File: config.mk
export PLATFORM = sky130hd
export DESIGN_NAME = clk_div_multi_flat
export DESIGN_NICKNAME = d
export VERILOG_FILES = /design/src/rtl/clk_div_multi_if.sv /design/src/rtl/clk_div_multi.sv /design/src/flat_wrapper.sv
export SDC_FILE = /design/constraint.sdc
export NUM_CORES = 1
export LEC_CHECK = 0
export CAP_MARGIN = 40
export CORE_MARGIN = 5
export CORE_UTILIZATION = 59
export CTS_CLUSTER_SIZE = 12
export DETAILED_ROUTE_END_ITERATION = 16
export HOLD_SLACK_MARGIN = 0.1
export PLACE_DENSITY_LB_ADDON = 0.15
export SLEW_MARGIN = 20
export SYNTH_ARGS = -nofsm -noshare
export SYNTH_HDL_FRONTEND = slang
export SYNTH_SLANG_ARGS = --single-unit
File: constraint.sdc
create_clock -name clk -period 13.65 [get_ports clk]
set_input_delay 3.4125 -clock clk [delete_from_list [all_inputs] [get_ports clk]]
set_output_delay 3.4125 -clock clk [all_outputs]
set_load 0.02 [all_outputs]
File: src/rtl/clk_div_multi_if.sv
// Divisor/mode write bus for clk_div_multi.
// Master drives the write strobe; the divider consumes it.
interface clk_div_multi_if #(
    parameter int CHANNELS = 4,
    parameter int WIDTH    = 32
);
    localparam int CH_W = (CHANNELS > 1) ? $clog2(CHANNELS) : 1;

    logic             wr_en;
    logic [CH_W-1:0]  wr_ch;
    logic [WIDTH-1:0] wr_div;
    logic             wr_mode;

    modport master (
        output wr_en, wr_ch, wr_div, wr_mode
    );

    modport slave (
        input wr_en, wr_ch, wr_div, wr_mode
    );
endinterface

File: src/rtl/clk_div_multi.sv
// clk_div_multi: multi-channel programmable toggle/pulse divider.
// Define CLK_DIV_PHASE_SYNC_EN to add a phase-aligning sync input.
module clk_div_multi #(
    parameter int          CHANNELS    = 4,
    parameter int          WIDTH       = 32,
    parameter int unsigned DEFAULT_DIV = 50_000_000
) (
    input  logic                clk,
    input  logic                rst,
`ifdef CLK_DIV_PHASE_SYNC_EN
    input  logic                sync,
`endif
    input  logic [CHANNELS-1:0] en,
    clk_div_multi_if.slave      wr,
    output logic [CHANNELS-1:0] out,
    output logic [CHANNELS-1:0] tick,
    output logic [CHANNELS-1:0] pend
);
    localparam int CH_W = (CHANNELS > 1) ? $clog2(CHANNELS) : 1;
    localparam logic [WIDTH-1:0] DEF_DIV = WIDTH'(DEFAULT_DIV);

    logic [WIDTH-1:0]    cnt   [CHANNELS];
    logic [WIDTH-1:0]    div_a [CHANNELS];
    logic [WIDTH-1:0]    div_s [CHANNELS];
    logic [CHANNELS-1:0] mode_a;
    logic [CHANNELS-1:0] mode_s;
    logic [CHANNELS-1:0] term;
    logic [CHANNELS-1:0] hit;

    // >= rather than == so a stale count above a shrunk divisor still ends
    always_comb begin
        term = '0;
        hit  = '0;
        for (int i = 0; i < CHANNELS; i++) begin
            term[i] = en[i] && (div_a[i] != '0)
                      && (cnt[i] >= div_a[i] - WIDTH'(1));
            hit[i]  = wr.wr_en && (wr.wr_ch == CH_W'(i));
        end
    end

    always_ff @(posedge clk) begin
        if (rst) begin
            for (int i = 0; i < CHANNELS; i++) begin
                cnt[i]    <= '0;
                div_a[i]  <= DEF_DIV;
                div_s[i]  <= DEF_DIV;
                mode_a[i] <= 1'b0;
                mode_s[i] <= 1'b0;
                out[i]    <= 1'b0;
                tick[i]   <= 1'b0;
                pend[i]   <= 1'b0;
            end
        end else begin
            for (int i = 0; i < CHANNELS; i++) begin
`ifdef CLK_DIV_PHASE_SYNC_EN
                if (sync) begin
                    cnt[i]  <= '0;
                    out[i]  <= 1'b0;
                    tick[i] <= 1'b0;
                    if (pend[i]) begin
                        div_a[i]  <= div_s[i];
                        mode_a[i] <= mode_s[i];
                    end
                    pend[i] <= 1'b0;
                end else
`endif
                if (div_a[i] == '0) begin
                    cnt[i]  <= '0;
                    out[i]  <= 1'b0;
                    tick[i] <= 1'b0;
                    if (pend[i]) begin
                        div_a[i]  <= div_s[i];
                        mode_a[i] <= mode_s[i];
                    end
                    pend[i] <= 1'b0;
                end else if (term[i]) begin
                    cnt[i]    <= '0;
                    tick[i]   <= 1'b1;
                    div_a[i]  <= div_s[i];
                    mode_a[i] <= mode_s[i];
                    pend[i]   <= 1'b0;
                    out[i]    <= mode_s[i] ? 1'b1 : ~out[i];
                end else begin
                    if (en[i])
                        cnt[i] <= cnt[i] + WIDTH'(1);
                    tick[i] <= 1'b0;
                    if (mode_a[i])
                        out[i] <= 1'b0;
                end
                // a write lands after any commit, so it keeps pend set
                if (hit[i]) begin
                    div_s[i]  <= wr.wr_div;
                    mode_s[i] <= wr.wr_mode;
                    pend[i]   <= 1'b1;
                end
            end
        end
    end
endmodule
File: src/flat_wrapper.sv
// flat-port wrapper written by rule: the top's interface ports become plain ports
module clk_div_multi_flat 
#(
    parameter int          CHANNELS    = 4,
    parameter int          WIDTH       = 32,
    parameter int unsigned DEFAULT_DIV = 50_000_000
)
  (clk, rst, en, out, tick, pend, wr_wr_en, wr_wr_ch, wr_wr_div, wr_wr_mode);
  clk_div_multi_if #(.CHANNELS(CHANNELS), .WIDTH(WIDTH)) wr_i ();
  input  logic clk;
  input  logic rst;
  input  logic [CHANNELS-1:0] en;
  output logic [CHANNELS-1:0] out;
  output logic [CHANNELS-1:0] tick;
  output logic [CHANNELS-1:0] pend;
  input wire logic [$bits(wr_i.wr_en)-1:0] wr_wr_en;
  input wire logic [$bits(wr_i.wr_ch)-1:0] wr_wr_ch;
  input wire logic [$bits(wr_i.wr_div)-1:0] wr_wr_div;
  input wire logic [$bits(wr_i.wr_mode)-1:0] wr_wr_mode;
  assign wr_i.wr_en = wr_wr_en;
  assign wr_i.wr_ch = wr_wr_ch;
  assign wr_i.wr_div = wr_wr_div;
  assign wr_i.wr_mode = wr_wr_mode;
  clk_div_multi #(.CHANNELS(CHANNELS), .WIDTH(WIDTH), .DEFAULT_DIV(DEFAULT_DIV)) u_core (.clk(clk), .rst(rst), .en(en), .wr(wr_i), .out(out), .tick(tick), .pend(pend));
endmodule
==> Word-level counts from Yosys, hierarchy flattened <==
Memory sizes are Yosys's and may differ from the RTL's.
Cells that the tools add are included.
{ "word_totals": {"wordCells": 246, "in_bits": 42, "ram_bits": 384, "output_inout_bits": 12, "mem_count": 3, "ff_bits": 20} }
{ "classes": {"n_reduce_logical": 41, "addsub": 8, "muxes": 138, "n_lt_le_gt_ge": 4, "n_eq_ne": 7, "bitwise_logic": 28} }
{ "memory_table": {"columns": ["memory", "depth", "word_bits", "rd", "rd_clocked_by_memory_dff", "wr", "line_no", "text"], "rows": [
  ["u_core.cnt", 4, 32, 4, 0, 4, "clk_div_multi.sv:22", "logic [WIDTH-1:0] cnt [CHANNELS];"],
  ["u_core.div_a", 4, 32, 4, 0, 4, "clk_div_multi.sv:23", "logic [WIDTH-1:0] div_a [CHANNELS];"],
  ["u_core.div_s", 4, 32, 4, 0, 4, "clk_div_multi.sv:24", "logic [WIDTH-1:0] div_s [CHANNELS];"]
]} }
{ "ops": {"columns": ["operator", "n"], "rows": [
  ["$mux W32", 24],
  ["$add A32 B1 Y32 const B", 4],
  ["$ge A32 B32 Y1", 4],
  ["$logic_not A32 Y1", 4],
  ["$reduce_bool A32 Y1", 4],
  ["$sub A32 B1 Y32 const B", 4],
  ["$mux W1", 114],
  ["$or A1 B1 Y1", 24],
  ["$reduce_bool A2 Y1", 8],
  ["$logic_and A1 B1 Y1", 12],
  ["$reduce_bool A3 Y1", 4],
  ["$ne A2 B1 Y1 const B", 4],
  ["$reduce_and A2 Y1", 4],
  ["$reduce_or A2 Y1", 4],
  ["$eq A2 B2 Y1 const B", 2],
  ["$not A1 Y1", 4],
  ["$eq A2 B1 Y1 const B", 1],
  ["$logic_not A2 Y1", 1]
]} }

==> Logic depth before layout (Yosys ltp) <==
Gate-level depths: netlist of run 1.
{ "depth": {"word_depth": 9, "depth_mapped": 17} }

==> Worst setup path after synthesis of run 1 <==
No wires, ideal clock.
{ "synth_path": {"kind": "input -> register", "from": "in rst", "to": "mem u_core.div_a[1][0] (enable)", "required_ns": 13.260, "setup_time_ns": 0.390, "arrival_time_ns": 4.663, "path_stages": 3, "n_path_buf": 2, "path_slack_ns": 8.596, "path_cell_list": "clkbuf_1 -> clkbuf_1 -> or2_1"} }
{ "synth_rtl": {"columns": ["item", "line_no", "text"], "rows": [
  ["from (decl)", "flat_wrapper.sv:11", "input logic rst;"],
  ["to (decl)", "clk_div_multi.sv:23", null]
]} }

==> flow_summary.yaml, run 1 <==
synth:
  synth_top_family_by_area: "simple AND/OR/NAND/NOR gates"
  async_reset_ff_share_pct: 0
  synth_xor_area_share_pct: 9.483
  synth.distinct_cells: 65
  syn_inst: 1932
  syn-cell-area_sq_um: 21980
  synth_flop_cell: "edfxtp_1"
  synth-seq-area-share_pct: 54.28
  syn-num-nets: 2110
  synth_warnings: 0
  muxShareOfSynthArea_pct: 0.2334
  synth_seq_cells: 404
  synth_compound_area_share_pct: 4.053
  synth_enable_flop_cells: 384
  synthSimpleGateAreaFrac_pct: 22.52
  synthAdderAreaFrac_pct: 7.741
  synth.avg_cell_area_sq_um: 11.38
clocking:
  cts-buffers-inserted: 44
  hold_buffers: 0
  cts_tree: "yes"
  ctsResizeCount: 0
  cts.clk_slew.worst_paths_ns: 0.06
  clk_latency_ns: 0.57
  cts_setup_buffers: 0
  cts-root-buf: "clkbuf_16"
  h-tree-depth: 2
  cts.sinks: 404
  cts.path.max_buffers: 3
grt:
  grt_usage_pct: 22.35
  grt_pass1_wl_mm: 73.61
  grt_pass1_vias: 14129
  grt-ovfl-total: 0
  grt_antenna_before_repair: 5
  grt_max_degree: 35
setup_path:
  startpoint_type: "register"
  worstSetupPathType: "reg2reg"
  cp_slowest_cell: "nor4_1"
  path_cells: "nor4_1, nand2_1, or3_1, nand2b_1, nand2b_1, nor4_1, xnor2_1, ha_1, nand4_1, nor4_1, nand2_1, a31oi_1, o21ai_1, nand2_1, a21o_1, buf_8"
  crit_fanout: 21
  rrSetupSlack_ns: 8.39
  cpPeakStageDelay_ns: 0.58
  crit_arrival_ns: 5.51
  end_kind: "register"
  worstPathRequired_ns: 13.90
die:
  num_rows: 70
  design.core.area_sq_um: 36700
  die_w_um: 203.0
  die_h_um: 203.0
  die-area_sq_um: 41220
  initial_core_util_pct: 59.90
  num_io_pins: 54
route:
  via_per_inst: 5.736
  drtAntennaViolNets: 0
  vias: 14397
  wl_per_cell_um: 18.32
  wl_mm: 45.97
  drc: 0
  drt-pass1-iter-count: 5
  first_iter_violations: 999
place:
  hpwlAfterDp_mm: 32.76
  dp_cells: 2424
  portBuffers: 53
  place_congestion: 0.8280
  pre_cts_ws_ns: 7.908
sta:
  worst_slew_pin_slew_ns: 0.8130
  relSlewSlack_pct: 45.38
  hold_viol: 0
  slew_viol_final: 0
  rsz0062_at_grt: "no"
  post-route-period-util_pct: 38.50
  timing.setup.tns_ns: 0
  worst_slack_ns: 8.395
  fin_crit_ns: 5.255
  setup-violations-final: 0
  clock_skew_ns: 0.02431
  maxClockFrequency_mhz: 190.3
  fin_hold_ws_ns: 0.4868
min_path:
  min_path_type: "reg2reg"
power_and_ir_drop:
  power_leakage_nw: 8.552
  powerDensity_nw_per_um2: 121.5
  power_w: 0.002981
  ir_worst_vdd_mv: 0.08315
flow_run:
  drv_cap: 0
final_layout:
  nets: 2183
  mostFrequentLayoutCell: "edfxtp_1"
  multiInputGateArea_sq_um: 9704
  fill_cells: 2769
  drive_gt1_share_pct: 5.977
  fin_cells: 2510
  seq_area_sq_um: 11930
  layout_common_cells: "384 x edfxtp_1, 221 x nor2_1, 162 x and2_1, 136 x ha_1, 124 x xor2_1"
  area_delta_synth_final_pct: 11.65
run_status:
  status: "finished, final reports clean"
## layout make-up
class | instances | area share (%)
Inverter | 39 | 0.5965
Sequential cell | 404 | 48.62
Antenna cell | 1 | 0.01020
Timing Repair Buffer | 74 | 3.135
Clock buffer | 69 | 5.159
Tap cell | 468 | 2.386
Multi-Input combinational cell | 1442 | 39.54
Clock inverter | 13 | 0.5557
## per-layer routing
layer	share of wire (%)	global-route usage [%]
met1	44	29.67
met2	48	37.77
met3	5.0	3.322
met4	3.3	8.046
met5	0	0
## critical path: cells and delay by family, from the launching register on
kind / cells / cell delay, ns
buffers and inverters: 1 / 0.25
xor gates and xnor gates: 1 / 0.12
AOI/OAI and AO/OA: 3 / 1.03
DFF: 1 / 0.44
adders and majority gates: 1 / 0.30
and+or+nand+nor: 10 / 2.82
## metrics by stage
stage / util (%) / instance area (sq um)
global placement: 62.59 / 22970
global route: 66.87 / 24540
finish: 66.88 / 24540
detailed placement: 62.84 / 23060
floorplan: - / 21980
CTS: 66.67 / 24460
## cells by family after synthesis
family	Yosys count
flops	404
compound gates	138
buf+inv	86
xor+xnor	238
fa+ha+maj	136
mux	5
simple gates	925
## where the power goes
part           total (W)  leakage (nW)  switching (W)  internal, W
clock            0.00115         0.671       0.000477     0.000678
combinational   0.000297          3.84       0.000170     0.000128
sequential       0.00153          4.04      0.0000743      0.00145
total            0.00298          8.55       0.000721      0.00226
## cells in the mapped netlist (all sizes together) (4+ instances only)
master	n	area, sq um
and2	163	1020
xnor2	114	998.5
nand2b	105	656.9
or4b	4	40.04
nor2b	5	33.78
dfxtp	20	400.4
and4	8	70.07
nor2	221	829.6
a31o	7	61.31
buf	13	98.84
ha	136	1702
edfxtp	384	11530
nand2	121	456.7
mux2i	4	40.04
nor3b	7	52.55
a2111oi	5	43.79
and3	20	125.1
nand3b	6	45.04
inv	39	146.4
nand4	46	287.8
or2	9	56.30
or4	23	183.9
xor2	124	1086
nor4	37	246.5
a21oi	53	291.5
or3	32	200.2
o311a	4	40.04
clkbuf	34	127.6
nor3	46	230.2
o21ai	34	181.4
o21a	6	45.04
a211oi	8	60.06
nand3	66	347.8
## sequential cells by signal, indices dropped and copies added, names as in the netlist
signal,count
u_core.pend,4
u_core.out,4
u_core.div_a,128
u_core.tick,4
u_core.div_s,128
u_core.mode_a,4
u_core.mode_s,4
u_core.cnt,128
## final timing paths
| path | from | to | depth (start not counted) |
|---|---|---|---|
| worst max-delay path | u_core.div_a[2][2] | u_core.div_a[2][10] | 16 |
| worst min-delay path | u_core.mode_a[0] | u_core.mode_a[0] | 2 |
| worst max register to register | u_core.div_a[2][2] | u_core.div_a[2][10] | 16 |
| worst min register to register | u_core.mode_a[0] | u_core.mode_a[0] | 2 |
Power figures use the tool's default switching activity.
==> run 2, diff against run 1 <==
--- a/config.mk
+++ b/config.mk
@@ -7,7 +7,7 @@
 export LEC_CHECK = 0
 export CAP_MARGIN = 40
 export CORE_MARGIN = 5
-export CORE_UTILIZATION = 59
+export CORE_UTILIZATION = 57
 export CTS_CLUSTER_SIZE = 12
 export DETAILED_ROUTE_END_ITERATION = 16
 export HOLD_SLACK_MARGIN = 0.1
==> constraint.sdc (replaced) <==
create_clock -name clk -period 4.8 [get_ports clk]
set_input_delay 1.2 -clock clk [delete_from_list [all_inputs] [get_ports clk]]
set_output_delay 1.2 -clock clk [all_outputs]
set_load 0.02 [all_outputs]
==> run 2 against run 1 <==
  * Power increased to 2.8 times the previous value
  * Cell count increased by 2.5%
  * Wire length decreased by 0.12%
  * Core utilization decreased by 2.3 points
  * Clock skew decreased by 0.011 ns
  * Critical path type unchanged
==> flow_summary.yaml, run 2 (synthesis results as in run 1) <==
route:
  drc: 0
  drtAntennaViolNets: 0
  first_iter_violations: 901
  wl_mm: 45.92
  via_per_inst: 5.550
  wl_per_cell_um: 17.85
  vias: 14279
  drt-pass1-iter-count: 5
clocking:
  cts_tree: "yes"
  clk_latency_ns: 0.57
  cts.clk_slew.worst_paths_ns: 0.06
  hold_buffers: 0
  cts.sinks: 404
  h-tree-depth: 2
  cts-buffers-inserted: 44
  cts.path.max_buffers: 3
  cts-root-buf: "clkbuf_16"
power_and_ir_drop:
  powerDensity_nw_per_um2: 340.9
  ir_worst_vdd_mv: 0.2539
  power_leakage_nw: 8.655
run_status:
  status: "finished, final reports clean"
grt:
  grt_pass1_wl_mm: 73.02
  grt_pass1_vias: 13903
  grt-ovfl-total: 0
  grt_usage_pct: 21.76
  grt_antenna_before_repair: 2
  grt_max_degree: 35
setup_path:
  worstSetupPathType: "reg2reg"
  end_kind: "register"
  worstPathRequired_ns: 5.11
  r2r_cells: 14
  startpoint_type: "register"
  crit_fanout: 32
  crit_arrival_ns: 4.92
final_layout:
  final_util_pct: 64.56
  drive_gt1_share_pct: 7.299
  diodes: 0
  largestRegisters: "u_core.cnt x128, u_core.div_a x128, u_core.div_s x128"
  area_delta_synth_final_pct: 12.70
  layout_common_cells: "384 x edfxtp_1, 220 x nor2_1, 162 x and2_1, 136 x ha_1, 124 x xor2_1"
  nets: 2199
  fin_cells: 2573
  fill_cells: 2980
  mostFrequentLayoutCell: "edfxtp_1"
sta:
  worst_slew_pin_slew_ns: 0.8209
  slew_viol_final: 0
  setup-violations-final: 0
  fin_crit_ns: 4.610
  fin_hold_ws_ns: 0.4796
  clock_skew_ns: 0.01343
  timing.setup.tns_ns: 0
  relSlewSlack_pct: 44.85
  maxClockFrequency_mhz: 216.9
  post-route-period-util_pct: 96.05
  worst_slack_ns: 0.1898
  hold_viol: 0
min_path:
  min_delay_path_depth: 2
  min_path_type: "reg2reg"
die:
  design.core.area_sq_um: 38380
  die_w_um: 206.4
  num_rows: 72
  die-area_sq_um: 42590
  die_h_um: 206.4
  initial_core_util_pct: 57.28
  num_io_pins: 54
place:
  hpwlAfterDp_mm: 32.82
  pre_cts_ws_ns: 0.09196
  place_congestion: 0.8512
  dp_cells: 2489
  portBuffers: 53
flow_run:
  drv_cap: 0
run 2: worst max-delay path: stages (launching register included):
cell	delay [ns]
edfxtp_1	0.44
or4_4	0.58
or4_1	0.50
or3_1	0.38
or4_1	0.43
xor2_1	0.16
ha_1	0.32
a21oi_1	0.18
o21ai_0	0.11
a22oi_1	0.18
o211ai_1	0.18
o21ai_4	0.31
nand2_2	0.10
or2_2	0.31
buf_12	0.18
run 2: layer usage:
metal	vias up	global-route usage, %	part of all wire, %
met5	-	0	0.028
met4	2	7.129	2.8
met3	78	3.656	4.2
met2	252	36.21	49
met1	6827	29.28	44
li1	7120	-	-
run 2: path summary, 6_finish.rpt:
check / endpoint / start / slack (ns)
worst max-delay path: u_core.div_a[1][30] / u_core.div_a[1][15] / 0.19
worst min-delay path: u_core.mode_a[1] / u_core.mode_a[1] / 0.48
worst max register to register: u_core.div_a[1][30] / u_core.div_a[1][15] / 0.19
worst min register to register: u_core.mode_a[1] / u_core.mode_a[1] / 0.48
run 2: power breakdown:
group          internal (W)  switching [W]  leakage, nW  total, W
sequential          0.00414       0.000203         4.04   0.00434
clock               0.00188        0.00135        0.672   0.00323
combinational      0.000378       0.000496         3.94  0.000875
total               0.00640        0.00205         8.66   0.00845
run 2: metrics by stage:
stage	power, W	area (sq um)
2_1_floorplan	0.004940	21980
3_3_place_gp	0.005232	23280
3_5_place_dp	0.005275	23290
4_1_cts	0.008523	24660
5_1_grt	0.008803	24780
6_report	0.008446	24780
run 2: cell type report:
type	instances	area, sq um	share of cell area [%]
Sequential cell	404	11930	48.16
Multi-Input combinational cell	1443	9779	39.47
Clock buffer	61	1217	4.914
Timing Repair Buffer	89	898.4	3.626
Tap cell	518	648.1	2.616
Clock inverter	19	153.9	0.6212
Inverter	39	146.4	0.5909
run 2: what timing repair did:
item | 4_1_cts | 5_1_grt
buffers inserted | 0 | 2
gates resized for setup | 0 | 15
hold endpoints to repair | 0 | 0
endpoints found under the setup margin | 0 | 284
==> edit: new RTL, config.mk and constraints of run 2 <==
`CHANNELS` is set to 4 in 3 places; all go to 8.
--- a/src/rtl/clk_div_multi_if.sv
+++ b/src/rtl/clk_div_multi_if.sv
@@ -3,3 +3,3 @@
 interface clk_div_multi_if #(
-    parameter int CHANNELS = 4,
+    parameter int CHANNELS = 8,
     parameter int WIDTH    = 32
--- a/src/rtl/clk_div_multi.sv
+++ b/src/rtl/clk_div_multi.sv
@@ -3,3 +3,3 @@
 module clk_div_multi #(
-    parameter int          CHANNELS    = 4,
+    parameter int          CHANNELS    = 8,
     parameter int          WIDTH       = 32,
--- a/src/flat_wrapper.sv
+++ b/src/flat_wrapper.sv
@@ -3,3 +3,3 @@
 #(
-    parameter int          CHANNELS    = 4,
+    parameter int          CHANNELS    = 8,
     parameter int          WIDTH       = 32,
Ports: changed (5 resized); port bits go from 54 to 71. The function was not compared with the original's and may differ.
==> edit against run 2 <==
Maximum frequency fell by 0.53%; sequential cell count grew 404; highest routed layer unchanged; cell area grew 96%; area after synthesis is 96% higher; setup slack worse by 0.025 ns; routed wire length rose by 110%; hold slack lost 0.021 ns; total power up 98%.
==> edit: results (changes against run 2) <==
The flow ran to the end, and the final reports show no timing, DRC or antenna violations. The root cell of the clock tree is sky130_fd_sc_hd__clkbuf_16. The largest registers in the layout are u_core.cnt x256, u_core.div_a x256, u_core.div_s x256. The number of H-tree levels was 3 (+1).

The detailed-route via count is 28.9k (+100%), and the headroom to the max-slew limit is 0.386 (-0.0628). For the final non-filler cell total, the log shows 5019 (+95%). The class of the worst hold path was reg -> reg. The maximum vdd ir drop is 317 uV (+25%).

The average instance area after synthesis is 11.3 um2 (-0.85%). For the total global-route track usage, the log shows 0.235 (+0.0178). The logs give 6 (+1) for the first-pass iteration count of the detailed router and 27.8k (+100%) for the via count of the first global-routing pass. The fraction of synthesis flops using an asynchronous set or reset pin works out to 0 (unchanged). The sequential area share after synthesis is 0.554 (+0.0113), and the number of enable flip-flop cells after synthesis is 768 (+100%). Most frequently used flop master after synthesis: sky130_fd_sc_hd__edfxtp_1.

The post-detailed-placement cell area was 45700 um2 (+96%). After synthesis, the most frequently instantiated cells are 768 x sky130_fd_sc_hd__edfxtp_1, 564 x sky130_fd_sc_hd__nor2_1, 272 x sky130_fd_sc_hd__ha_1. By area the synthesized netlist is led by sky130_fd_sc_hd__edfxtp_1 54%, sky130_fd_sc_hd__ha_1 7.9%, sky130_fd_sc_hd__xnor2_1 5.3%.

The number of instances in the placed design was 4847 (+95%). The tools report the net count of the mapped netlist as 4137 (+96%). The post-synthesis cell type count was 74 (+14%); the maximum number of buffers from clock root to sink was 3 (unchanged). The largest fanout on the critical path was 19 (-41%); the final wirelength was 98000 um (+110%). The tools report the worst slack at placement as -0.0786 ns (-0.171 ns).

The final setup skew is 0.0240 ns (+0.0106 ns). Area of combinational cells with multiple inputs: 18700 um2 (+92%). The maximum number of pins on one net before global-route repair is 131 (+270%).

The logs give 5756 (+93%) for the number of filler cells placed in the layout and 4.97 ns (+0.05 ns) for the data arrival time at the worst-slack endpoint. The share of post-route cells with drive strength above 1 works out to 0.0764 (+0.00340). The insertion delay of the later-clocked pin in the worst-skew pair was 0.65 ns (+0.08 ns); the final net count was 4295 (+95%). Wire length of the first global-routing pass: 152000 um (+110%).

The clock transition at the register clock pins on the worst setup and hold paths after CTS is 0.06 ns (about the same), and the number of buffers created by CTS is 87 (+98%). The logs give 0.0170 uW (+96%) for the leakage power of the design and 0.872 (+2.4%) for the placer congestion estimate. The run gives 0 (unchanged) as the number of antenna-violating nets in the routed design.

The detailed placer's ending HPWL was 67700 um (+110%); the number of buffers added on ports was 70 (+32%). The logs give 9 (+7) for the initial antenna violation count and 0 (unchanged) for the number of warnings issued by yosys. For the number of DRC markers in iteration 0, the log shows 2713 (+200%).
edit: kinds of logic after synthesis:
| kind of cell | after synthesis | share of synthesized area |
|---|---|---|
| AO/OA/AOI/OAI | 257 | 0.0370 |
| XOR/XNOR | 470 | 0.0956 |
| adder cells (fa/ha/maj) | 272 | 0.0790 |
| buffers and inverters | 188 | 0.0168 |
| flip-flops | 808 | 0.554 |
| multiplexers | 13 | 0.00302 |
| AND/OR/NAND/NOR | 1810 | 0.215 |
edit: critical path, cell delays in order (launching register included):
cell	delay, ns
sky130_fd_sc_hd__edfxtp_1	0.45
sky130_fd_sc_hd__or4_1	0.62
sky130_fd_sc_hd__or4_1	0.50
sky130_fd_sc_hd__or4_4	0.48
sky130_fd_sc_hd__nor2_1	0.16
sky130_fd_sc_hd__xnor2_1	0.09
sky130_fd_sc_hd__ha_1	0.32
sky130_fd_sc_hd__nand4_1	0.17
sky130_fd_sc_hd__nor4_4	0.34
sky130_fd_sc_hd__a22oi_1	0.11
sky130_fd_sc_hd__o211ai_1	0.17
sky130_fd_sc_hd__a41oi_4	0.12
sky130_fd_sc_hd__o31a_4	0.47
sky130_fd_sc_hd__nand2_2	0.14
sky130_fd_sc_hd__buf_12	0.18
edit: area by class of cell:
| class | instances | area share |
|---|---|---|
| tap | 969 | 0.0250 |
| sequential | 808 | 0.492 |
| clock inverter | 43 | 0.00614 |
| inverter | 86 | 0.00666 |
| clock buffer | 115 | 0.0475 |
| timing repair buffer | 169 | 0.0356 |
| antenna | 5 | 0.000258 |
| multi-input combinational | 2824 | 0.386 |
edit: power by group:
part | leakage, uW | switching (uW) | internal, uW
registers | 0.00810 | 424 | 8280
clock network | 0.00127 | 2750 | 3490
logic | 0.00762 | 1050 | 755
edit: routing by layer:
layer,track usage,share of wire,vias to the layer above
li1,-,-,14126
met4,0.0765,0.029,2
met3,0.0420,0.066,168
met1,0.319,0.43,13916
met2,0.389,0.48,704
met5,0,0.00013,-
edit: path summary, 6_finish.rpt:
kind	startpoint	to	slack, ns	cells after the start
max	u_core.div_a[0][180]$_DFFE_PP_	u_core.div_a[0][164]$_DFFE_PP_	0.16	14
min	u_core.mode_a[0]$_SDFFE_PP0P_	u_core.mode_a[0]$_SDFFE_PP0P_	0.46	2
max reg2reg	u_core.div_a[0][180]$_DFFE_PP_	u_core.div_a[0][164]$_DFFE_PP_	0.16	14
min reg2reg	u_core.mode_a[0]$_SDFFE_PP0P_	u_core.mode_a[0]$_SDFFE_PP0P_	0.46	2
edit: timing repair:
action / in CTS / in global routing
gates resized for setup: 2 / 16
setup buffers: 0 / 5
hold buffers: 0 / 0
pin swaps: 0 / 5
setup endpoints to repair: 52 / 337
gates cloned: 0 / 2
